[config.mk]
export PLATFORM = sky130hd
export DESIGN_NAME = row_shifter_flat
export DESIGN_NICKNAME = d
export VERILOG_FILES = /design/src/rtl/shift_pkg.sv /design/src/rtl/row_shifter_if.sv /design/src/rtl/btn_edge_det.sv /design/src/rtl/row_shifter.sv /design/src/flat_wrapper.sv
export SDC_FILE = /design/constraint.sdc
export NUM_CORES = 1
export LEC_CHECK = 0
export ABC_CLOCK_PERIOD_IN_PS = 3000
export BUFFER_PORTS_ARGS = -buffer_cell sky130_fd_sc_hd__buf_2
export CAP_MARGIN = 20
export CORE_MARGIN = 2
export CORE_UTILIZATION = 55
export DETAILED_ROUTE_END_ITERATION = 7
export PLACE_DENSITY = 0.83
export SLEW_MARGIN = 25
export SYNTH_ARGS = -nofsm -noshare
export SYNTH_HDL_FRONTEND = slang
export SYNTH_SLANG_ARGS = --single-unit
[constraint.sdc]
create_clock -name clk -period 3 [get_ports clk]
set_input_delay 0.15 -clock clk [delete_from_list [all_inputs] [get_ports clk]]
set_output_delay 0.15 -clock clk [all_outputs]
set_load 0.005 [all_outputs]
[src/rtl/shift_pkg.sv]
// Shared definitions for the row_shifter block: FSM states, travel
// direction encoding and the default row width.
package shift_pkg;

  localparam int ROW_W_DEF = 8;

  localparam logic DIR_RIGHT = 1'b0;  // toward bit 0
  localparam logic DIR_LEFT  = 1'b1;  // toward bit ROW_W-1

  typedef enum logic [1:0] {
    IDLE,
    SHIFT,
    CHECK,
    DONE
  } state_t;

endpackage

[src/rtl/row_shifter_if.sv]
// Control/data bundle between the row_shifter and its game controller.
// The master drives the request side; the slave is the shifter itself.
interface row_shifter_if
  import shift_pkg::*;
#(
  parameter int ROW_W  = ROW_W_DEF,
  parameter int SKIP_W = 4
);

  logic              adjClkPulse;
  logic              start;
  logic [ROW_W-1:0]  initLoc;
  logic [ROW_W-1:0]  belowRow;
  logic [SKIP_W-1:0] skipCnt;
  logic              stopBtn;
  logic [ROW_W-1:0]  newBlockLoc;
  logic              busy;
  logic              placed;
  logic              miss;

  modport master (
    output adjClkPulse, start, initLoc, belowRow, skipCnt, stopBtn,
    input  newBlockLoc, busy, placed, miss
  );

  modport slave (
    input  adjClkPulse, start, initLoc, belowRow, skipCnt, stopBtn,
    output newBlockLoc, busy, placed, miss
  );

endinterface

[src/rtl/btn_edge_det.sv]
// Rising-edge detector for a debounced level button; the pulse lasts as
// long as the first cycle the button is seen high after being low.
module btn_edge_det (
  input  logic clk,
  input  logic rst,
  input  logic level,
  output logic rise
);

  logic prev;

  // NOTE: sequential state is written with <= so every flop samples the
  // pre-edge values of its neighbours, regardless of statement order.
  always_ff @(posedge clk) begin
    if (rst) prev <= 1'b0;
    else     prev <= level;
  end

  assign rise = level & ~prev;

endmodule

[src/rtl/row_shifter.sv]
// Moving-block row for a stacker game: bounces (or rotates when
// ROW_SHIFTER_WRAP_EN is defined) until stopped, then trims to the row below.
module row_shifter
  import shift_pkg::*;
#(
  parameter int ROW_W  = ROW_W_DEF,
  parameter int SKIP_W = 4
) (
  input logic         clk,
  input logic         rst,
  row_shifter_if.slave bus
);

  state_t            state;
  logic              dir;
  logic [SKIP_W-1:0] skip;
  logic [ROW_W-1:0]  loc;
  logic              busy_q;
  logic              placed_q;
  logic              miss_q;

  logic              stop_rise;
  logic              do_load;
  logic [ROW_W-1:0]  step_loc;
  logic              step_dir;
  logic [ROW_W-1:0]  trimmed;

  btn_edge_det u_stop (
    .clk   (clk),
    .rst   (rst),
    .level (bus.stopBtn),
    .rise  (stop_rise)
  );

  // NOTE: every always_comb output gets a default first, so no path can
  // leave it unassigned and infer a latch.
  always_comb begin
    step_loc = loc;
    step_dir = dir;
`ifdef ROW_SHIFTER_WRAP_EN
    step_loc = {loc[0], loc[ROW_W-1:1]};
    step_dir = DIR_RIGHT;
`else
    // Hitting a wall spends the step on turning around, never on losing a cell.
    if (dir == DIR_RIGHT) begin
      if (loc[0]) step_dir = DIR_LEFT;
      else        step_loc = loc >> 1;
    end else begin
      if (loc[ROW_W-1]) step_dir = DIR_RIGHT;
      else              step_loc = loc << 1;
    end
`endif
  end

  assign trimmed = loc & bus.belowRow;
  assign do_load = bus.start && (state != CHECK);

  // NOTE: all control state, including the outputs, is cleared on reset
  // so an abandoned block can never produce a late placed pulse.
  always_ff @(posedge clk) begin
    if (rst) begin
      state    <= IDLE;
      loc      <= '0;
      dir      <= DIR_RIGHT;
      skip     <= '0;
      busy_q   <= 1'b0;
      placed_q <= 1'b0;
      miss_q   <= 1'b0;
    end else begin
      placed_q <= 1'b0;
      if (do_load) begin
        loc    <= bus.initLoc;
        dir    <= DIR_RIGHT;
        skip   <= '0;
        miss_q <= 1'b0;
        busy_q <= 1'b1;
        state  <= (bus.initLoc == '0) ? CHECK : SHIFT;
      end else begin
        unique case (state)
          SHIFT: begin
            if (stop_rise) begin
              state <= CHECK;
            end else if (bus.adjClkPulse) begin
              if (skip == bus.skipCnt) begin
                loc  <= step_loc;
                dir  <= step_dir;
                skip <= '0;
              end else begin
                skip <= skip + 1'b1;
              end
            end
          end
          CHECK: begin
            loc      <= trimmed;
            placed_q <= 1'b1;
            miss_q   <= ~|trimmed;
            busy_q   <= 1'b0;
            state    <= DONE;
          end
          default: ;  // IDLE and DONE hold until the next start
        endcase
      end
    end
  end

  assign bus.newBlockLoc = loc;
  assign bus.busy        = busy_q;
  assign bus.placed      = placed_q;
  assign bus.miss        = miss_q;

endmodule

[src/flat_wrapper.sv]
// flat-port wrapper written by rule: the top's interface ports become plain ports
module row_shifter_flat import shift_pkg::*;
#(
  parameter int ROW_W  = ROW_W_DEF,
  parameter int SKIP_W = 4
)
  (clk, rst, bus_adjClkPulse, bus_start, bus_initLoc, bus_belowRow, bus_skipCnt, bus_stopBtn, bus_newBlockLoc, bus_busy, bus_placed, bus_miss);
  row_shifter_if #(.ROW_W(ROW_W), .SKIP_W(SKIP_W)) bus_i ();
  input logic clk;
  input logic rst;
  input wire logic [$bits(bus_i.adjClkPulse)-1:0] bus_adjClkPulse;
  input wire logic [$bits(bus_i.start)-1:0] bus_start;
  input wire logic [$bits(bus_i.initLoc)-1:0] bus_initLoc;
  input wire logic [$bits(bus_i.belowRow)-1:0] bus_belowRow;
  input wire logic [$bits(bus_i.skipCnt)-1:0] bus_skipCnt;
  input wire logic [$bits(bus_i.stopBtn)-1:0] bus_stopBtn;
  output wire logic [$bits(bus_i.newBlockLoc)-1:0] bus_newBlockLoc;
  output wire logic [$bits(bus_i.busy)-1:0] bus_busy;
  output wire logic [$bits(bus_i.placed)-1:0] bus_placed;
  output wire logic [$bits(bus_i.miss)-1:0] bus_miss;
  assign bus_i.adjClkPulse = bus_adjClkPulse;
  assign bus_i.start = bus_start;
  assign bus_i.initLoc = bus_initLoc;
  assign bus_i.belowRow = bus_belowRow;
  assign bus_i.skipCnt = bus_skipCnt;
  assign bus_i.stopBtn = bus_stopBtn;
  assign bus_newBlockLoc = bus_i.newBlockLoc;
  assign bus_busy = bus_i.busy;
  assign bus_placed = bus_i.placed;
  assign bus_miss = bus_i.miss;
  row_shifter #(.ROW_W(ROW_W), .SKIP_W(SKIP_W)) u_core (.clk(clk), .rst(rst), .bus(bus_i));
endmodule
; After elaboration in Yosys (flattened, before gate mapping)
; Index checks and enable logic that the tools add are counted.
[classes]
reduce_logical = 13
n_eq_ne = 10
bitwise = 4
mux = 19
add_sub_neg = 1
[op_table]
columns = cell, n
row1 = $mux W8, 7
row2 = $pmux W8 S2, 1
row3 = $reduce_and A5 Y1, 2
row4 = $and A8 B8 Y8, 1
row5 = $logic_not A8 Y1, 1
row6 = $reduce_or A8 Y1, 1
row7 = $mux W1, 6
row8 = $mux W2, 3
row9 = $ne A3 B1 Y1 const B, 2
row10 = $reduce_and A6 Y1, 1
row11 = $add A4 B1 Y4 const B, 1
row12 = $eq A4 B4 Y1, 1
row13 = $mux W4, 1
row14 = $ne A4 B3 Y1 const B, 1
row15 = $ne A4 B4 Y1 const B, 1
row16 = $pmux W2 S2, 1
row17 = $reduce_and A4 Y1, 1
row18 = $ne A3 B2 Y1 const B, 1
row19 = $ne A3 B3 Y1 const B, 1
row20 = $reduce_and A3 Y1, 1
row21 = $reduce_bool A3 Y1, 1
row22 = $eq A2 B1 Y1 const B, 1
row23 = $eq A2 B2 Y1 const B, 1
row24 = $ne A2 B2 Y1 const B, 1
row25 = other kinds (7), 8
[totals]
inputBits = 25
ff_bits = 19
output_inout_bits = 11
elab_cells = 57

; Logic depth before layout (Yosys ltp)
[depth]
word_depth = 7
ltp_mapped = 7
depth_no_buf = 6

; Cells and area by module
; Synthesis repeated with hierarchy kept, for this count alone.
[hier_totals]
hier_cells = 143
area_unflattened_um2 = 1156.1
[by_module_without_submodules]
columns = mod, seq_area_each_um2, area_per_inst_um2, instances, cells_each
row1 = row_shifter, 360.3, 1108.6, 1, 140
row2 = btn_edge_det, 20.0, 47.5, 1, 3

; Worst setup path before layout
; No wires, ideal clock.
[synth_timing]
path_type = reg-to-reg
from = reg u_core.state[0]
to = reg u_core.loc[2], in the netlist u_core.bus.newBlockLoc[2]
t_required_ns = 2.879
stages_incl_launch_ff = 8
setup_slack_ns = 1.211
synth_period_minus_slack_ns = 1.789
t_arrival_ns = 1.668
path_buffers = 1
setup_time_ns = 0.121
path_cell_list = dfxtp_1 -> inv_1 -> ha_1 -> nand2b_4 -> buf_6 -> a221oi_4 -> a41oi_4 -> mux2_4
[synth_between]
elab_chain_cells = 4
word_cells_on_any_way = 13
cone_classes = eq/ne: 8 / mux: 2 / reduce/logical: 3
[synth_rtl]
columns = item, line_no
row1 = start: declaration, row_shifter.sv:14  ; state_t state;
row2 = start signal: assignment, row_shifter.sv:77  ; state <= (bus.initLoc == '0) ? CHECK : SHIFT;
row3 = $ne A2 B2 Y1, row_shifter.sv:56  ; assign do_load = bus.start && (state != CHECK);
row4 = $logic_and A1 B1 Y1, row_shifter.sv:56
row5 = $ne A4 B4 Y1 (no line) (tied with other cells), -
row6 = $reduce_and A6 Y1 (no line), -
row7 = end signal: assignment, row_shifter.sv:72  ; loc <= bus.initLoc;
row8 = end signal: assignment, row_shifter.sv:85  ; loc <= step_loc;
row9 = end signal: assignment, row_shifter.sv:94  ; loc <= trimmed;
row10 = end: declaration, row_shifter.sv:17  ; logic [ROW_W-1:0] loc;
; Parallel ways exist; a longest one is shown, timed or not.
; A chain may end at the register's enable or synchronous reset.

; Final worst setup path
[layout_timing]
from = reg u_core.state[0]
to = reg u_core.loc[6], in the netlist u_core.bus.newBlockLoc[6]
; Same word-level chain as after synthesis.

==> run_results.csv <==
group,metric,value,unit
synth,synth.yosys.seq_area_share,0.290,
clock_tree,cts.root.buffer_cell,"clkbuf_4",
floorplan,die_y,52.9,um
route,routed_wirelength,3280,um
timing,timing.final.setup_violations,0,
flow_run,cap_viol_max_count,0,
synth,yosysWarningCount,0,
synth,mappedNetlistNets,181,
floorplan,dieArea,2790,um^2
final_layout,finalCoreUtilization,0.668,
global_route,global_route_wire_length_before_repair,5330,um
timing,fmaxAchievable,468,MHz
setup_path,crit_path_start_kind,"register",
clock_tree,cts_hold_buf,0,
setup_path,critical_path_arrival,2.35,ns
timing,finClkSkew,0.0169,ns
global_route,number_of_antenna_violations_at_the_first_check_in_global_routing,0,
timing,drv_slew,0,
placed_design,placed_area,1460,um^2
power,ratio_of_total_power_to_cell_area,481,nW/um^2
final_layout,area_growth,13.6,%
clock_tree,clkTransAtPathRegs,0.12,ns
status,status,"finished, final reports clean",
setup_path,critical_path_required,3.22,ns
timing,rsz0062_at_grt,"no",
floorplan,initial_core_utilization,0.588,
timing,final.min_clock_period,2.13,ns
timing,min_period_over_period,0.712,
final_layout,finish.instance_area,1490,um^2
floorplan,floorplan.rows,17,
placed_design,place.detailed.hpwl,2520,um
power,worst_case_vdd_ir_drop,319,uV
clock_tree,cts_tree,"yes",
clock_tree,clock_latency,0.31,ns
global_route,grt_start_max_net_pins,24,
setup_path,worstSetupEndpointType,"register",
synth,syn_area,1310,um^2
placed_design,gpl.final_weighted_congestion,0.876,
final_layout,number_of_filler_cells_placed_in_the_layout,193,
final_layout,num_antenna_cells,0,
power,total_leakage_power,0.000594,uW
timing,fin_setup_tns,0,ns
route,post_detailed_route_drc_marker_count,0,
route,drt_pass1_iterations,4,
route,dr_total_vias,1281,
synth,cell_types_occupying_the_most_area_after_synthesis,"dfxtp_1 29%, mux2_4 5.7%, nor2b_1 5.7%",
final_layout,regArea,380,um^2
global_route,via_count_of_the_first_global_routing_pass,1171,
synth,synth_top_cell_area_share,0.290,
floorplan,io-pin-count,36,
synth,synth_top_area_cell,"dfxtp_1",
setup_path,path_max_fanout,15,
worst_hold_path,hp-class,"in2reg",
floorplan,dieWidth,52.9,um
timing,timing.max_slew.rel_slack,0.633,
final_layout,multiInputGateArea,862,um^2
clock_tree,h_tree_depth,1,
synth,syn_avg_cell_area,8.58,um^2
clock_tree,numCtsBuffers,3,
synth,ys_ff_latch,19,
placed_design,io_buffer_count,35,
clock_tree,post_cts_resized,0,
final_layout,final_layout_size_suffix_gt1_frac,0.264,
setup_path,worst_setup_path_category,"reg2reg",
route,post_detailed_route_wirelength_per_cell,15.6,um
synth,netlist-cell-type-count,48,
final_layout,final_net_count,211,
timing,hold_slack,0.0847,ns
clock_tree,numClockSinks,19,
power,report.power.total,718,uW
route,via_per_inst,6.10,
clock_tree,buffers_from_clock_root_to_sink_at_most,2,
timing,count_of_endpoints_failing_hold_in_the_final_timing_report,0,
floorplan,core_area,2230,um^2
global_route,gr-usage-all-layers,0.261,
route,drt.antenna.violating_nets,0,
route,dr.first_iter.drc_count,52,
global_route,grt_overflow_total,0,
timing,worstMarginPinSlew,0.550,ns
clock_tree,post_cts.repair.setup_buffers,0,
synth,postSynthCellCount,153,
[final cells by class]
type / instances / share of cell area
well taps: 28 / 0.0235
repair buffers: 35 / 0.117
inverters: 3 / 0.00755
flip-flops and latches: 19 / 0.255
multi-input cells: 121 / 0.578
clock buffers: 3 / 0.0151
clock inverters: 1 / 0.00336
[power by group]
part | internal [uW] | leakage (uW) | switching (uW)
registers | 281 | 0.000156 | 36.2
clock network | 49.8 | 0.0000177 | 85.9
logic | 130 | 0.000420 | 134
[sequential cells by signal (all words and copies together) (netlist names)]
signal and cells:
u_core.bus.newBlockLoc 8, u_core.bus.placed 1, u_core.state 2, u_core.u_stop.prev 1, u_core.bus.busy 1, u_core.skip 4, u_core.bus.miss 1, u_core.dir 1
[critical path: stages, from the launching register on]
cell,delay [ns]
dfxtp_1,0.33
inv_1,0.07
ha_1,0.47
nand2b_4,0.29
o21ai_1,0.15
a41oi_4,0.40
mux2_4,0.34
[synth_stat cells, drive strengths merged]
cell and n:
a211o 1, ha 3, nor4b 1, nand4 4, or3 1, a211oi 1
o31ai 1, a21oi 4, nand2 10, nor2b 12, clkbuf 3, xor2 2
a31oi 1, nor4 3, mux2i 2, nand3b 1, nand3 4, o211ai 2
a41oi 2, o22ai 1, dfxtp 19, a2111oi 5, or4 1, and3 2
a311oi 2, and4 2, and2 1, mux2 5, a21boi 1, nor3b 2
and3b 1, nor3 3, nand2b 3, a22oi 1, o21ai 7, or3b 1
buf 7, xnor2 5, nor2 17, inv 3, a221oi 4, or2 1
o21ba 1
[cell families (layout without fill, tap and decap cells)]
family,after synthesis,in the layout,share of synthesized area
simple gates,70,70,0.295
compound gates,34,34,0.215
flops,19,19,0.290
buf+inv,13,42,0.0534
xor+xnor,7,7,0.0467
mux,7,7,0.0724
fa+ha+maj,3,3,0.0286
[worst paths after layout]
kind | startpoint | endpoint | slack, ns | depth (start not counted)
setup / recovery | u_core.state[0] | u_core.bus.newBlockLoc[6] | 0.87 | 6
setup reg to reg | u_core.state[0] | u_core.bus.newBlockLoc[6] | 0.87 | 6
hold / removal | bus_stopBtn | u_core.u_stop.prev | 0.08 | 2
hold reg to reg | u_core.bus.miss | u_core.bus.miss | 0.46 | 2
[per-stage QoR]
| stage | setup slack [ns] | cells |
|---|---|---|
| 2_1_floorplan | 1.21 | 153 |
| 3_3_place_gp | 0.991 | 206 |
| 3_5_place_dp | 0.897 | 206 |
| 4_1_cts | 0.903 | 210 |
| 5_1_grt | 0.758 | 210 |
| 6_report | 0.865 | 210 |
[placed cells by master (no fill, tap or decap), types with 2 or more instances in the layout]
cell type  synthesis  routed
a2111oi_0          5       5
a311oi_1           2       2
mux2_4             5       5
inv_1              3       3
nor3_1             3       3
xnor2_1            5       5
nor3b_1            2       2
nand4_1            4       4
nor2b_1           12      12
nor4_1             3       3
and3_1             2       2
xor2_1             2       2
clkbuf_4           0       3
nor2_1            17      17
nand3_1            4       4
a221oi_1           3       3
o21ai_0            4       4
o21ai_1            3       3
o211ai_1           2       2
and4_1             2       2
dfxtp_1           19      19
buf_2              5      35
nand2_1           10      10
nand2b_1           2       2
ha_1               3       3
a21oi_1            4       4
mux2i_1            2       2
[metal layers]
layer  GRT usage  part of all wire  wire length, um  vias up
met4      0.0983             0.013               42        0
met2       0.408              0.46             1490       53
met5           0                 0                0        -
met1       0.362              0.46             1520      594
li1            -                 -                -      629
met3      0.0367             0.068              222        5
Note: power is estimated with default switching activity, not from simulation.
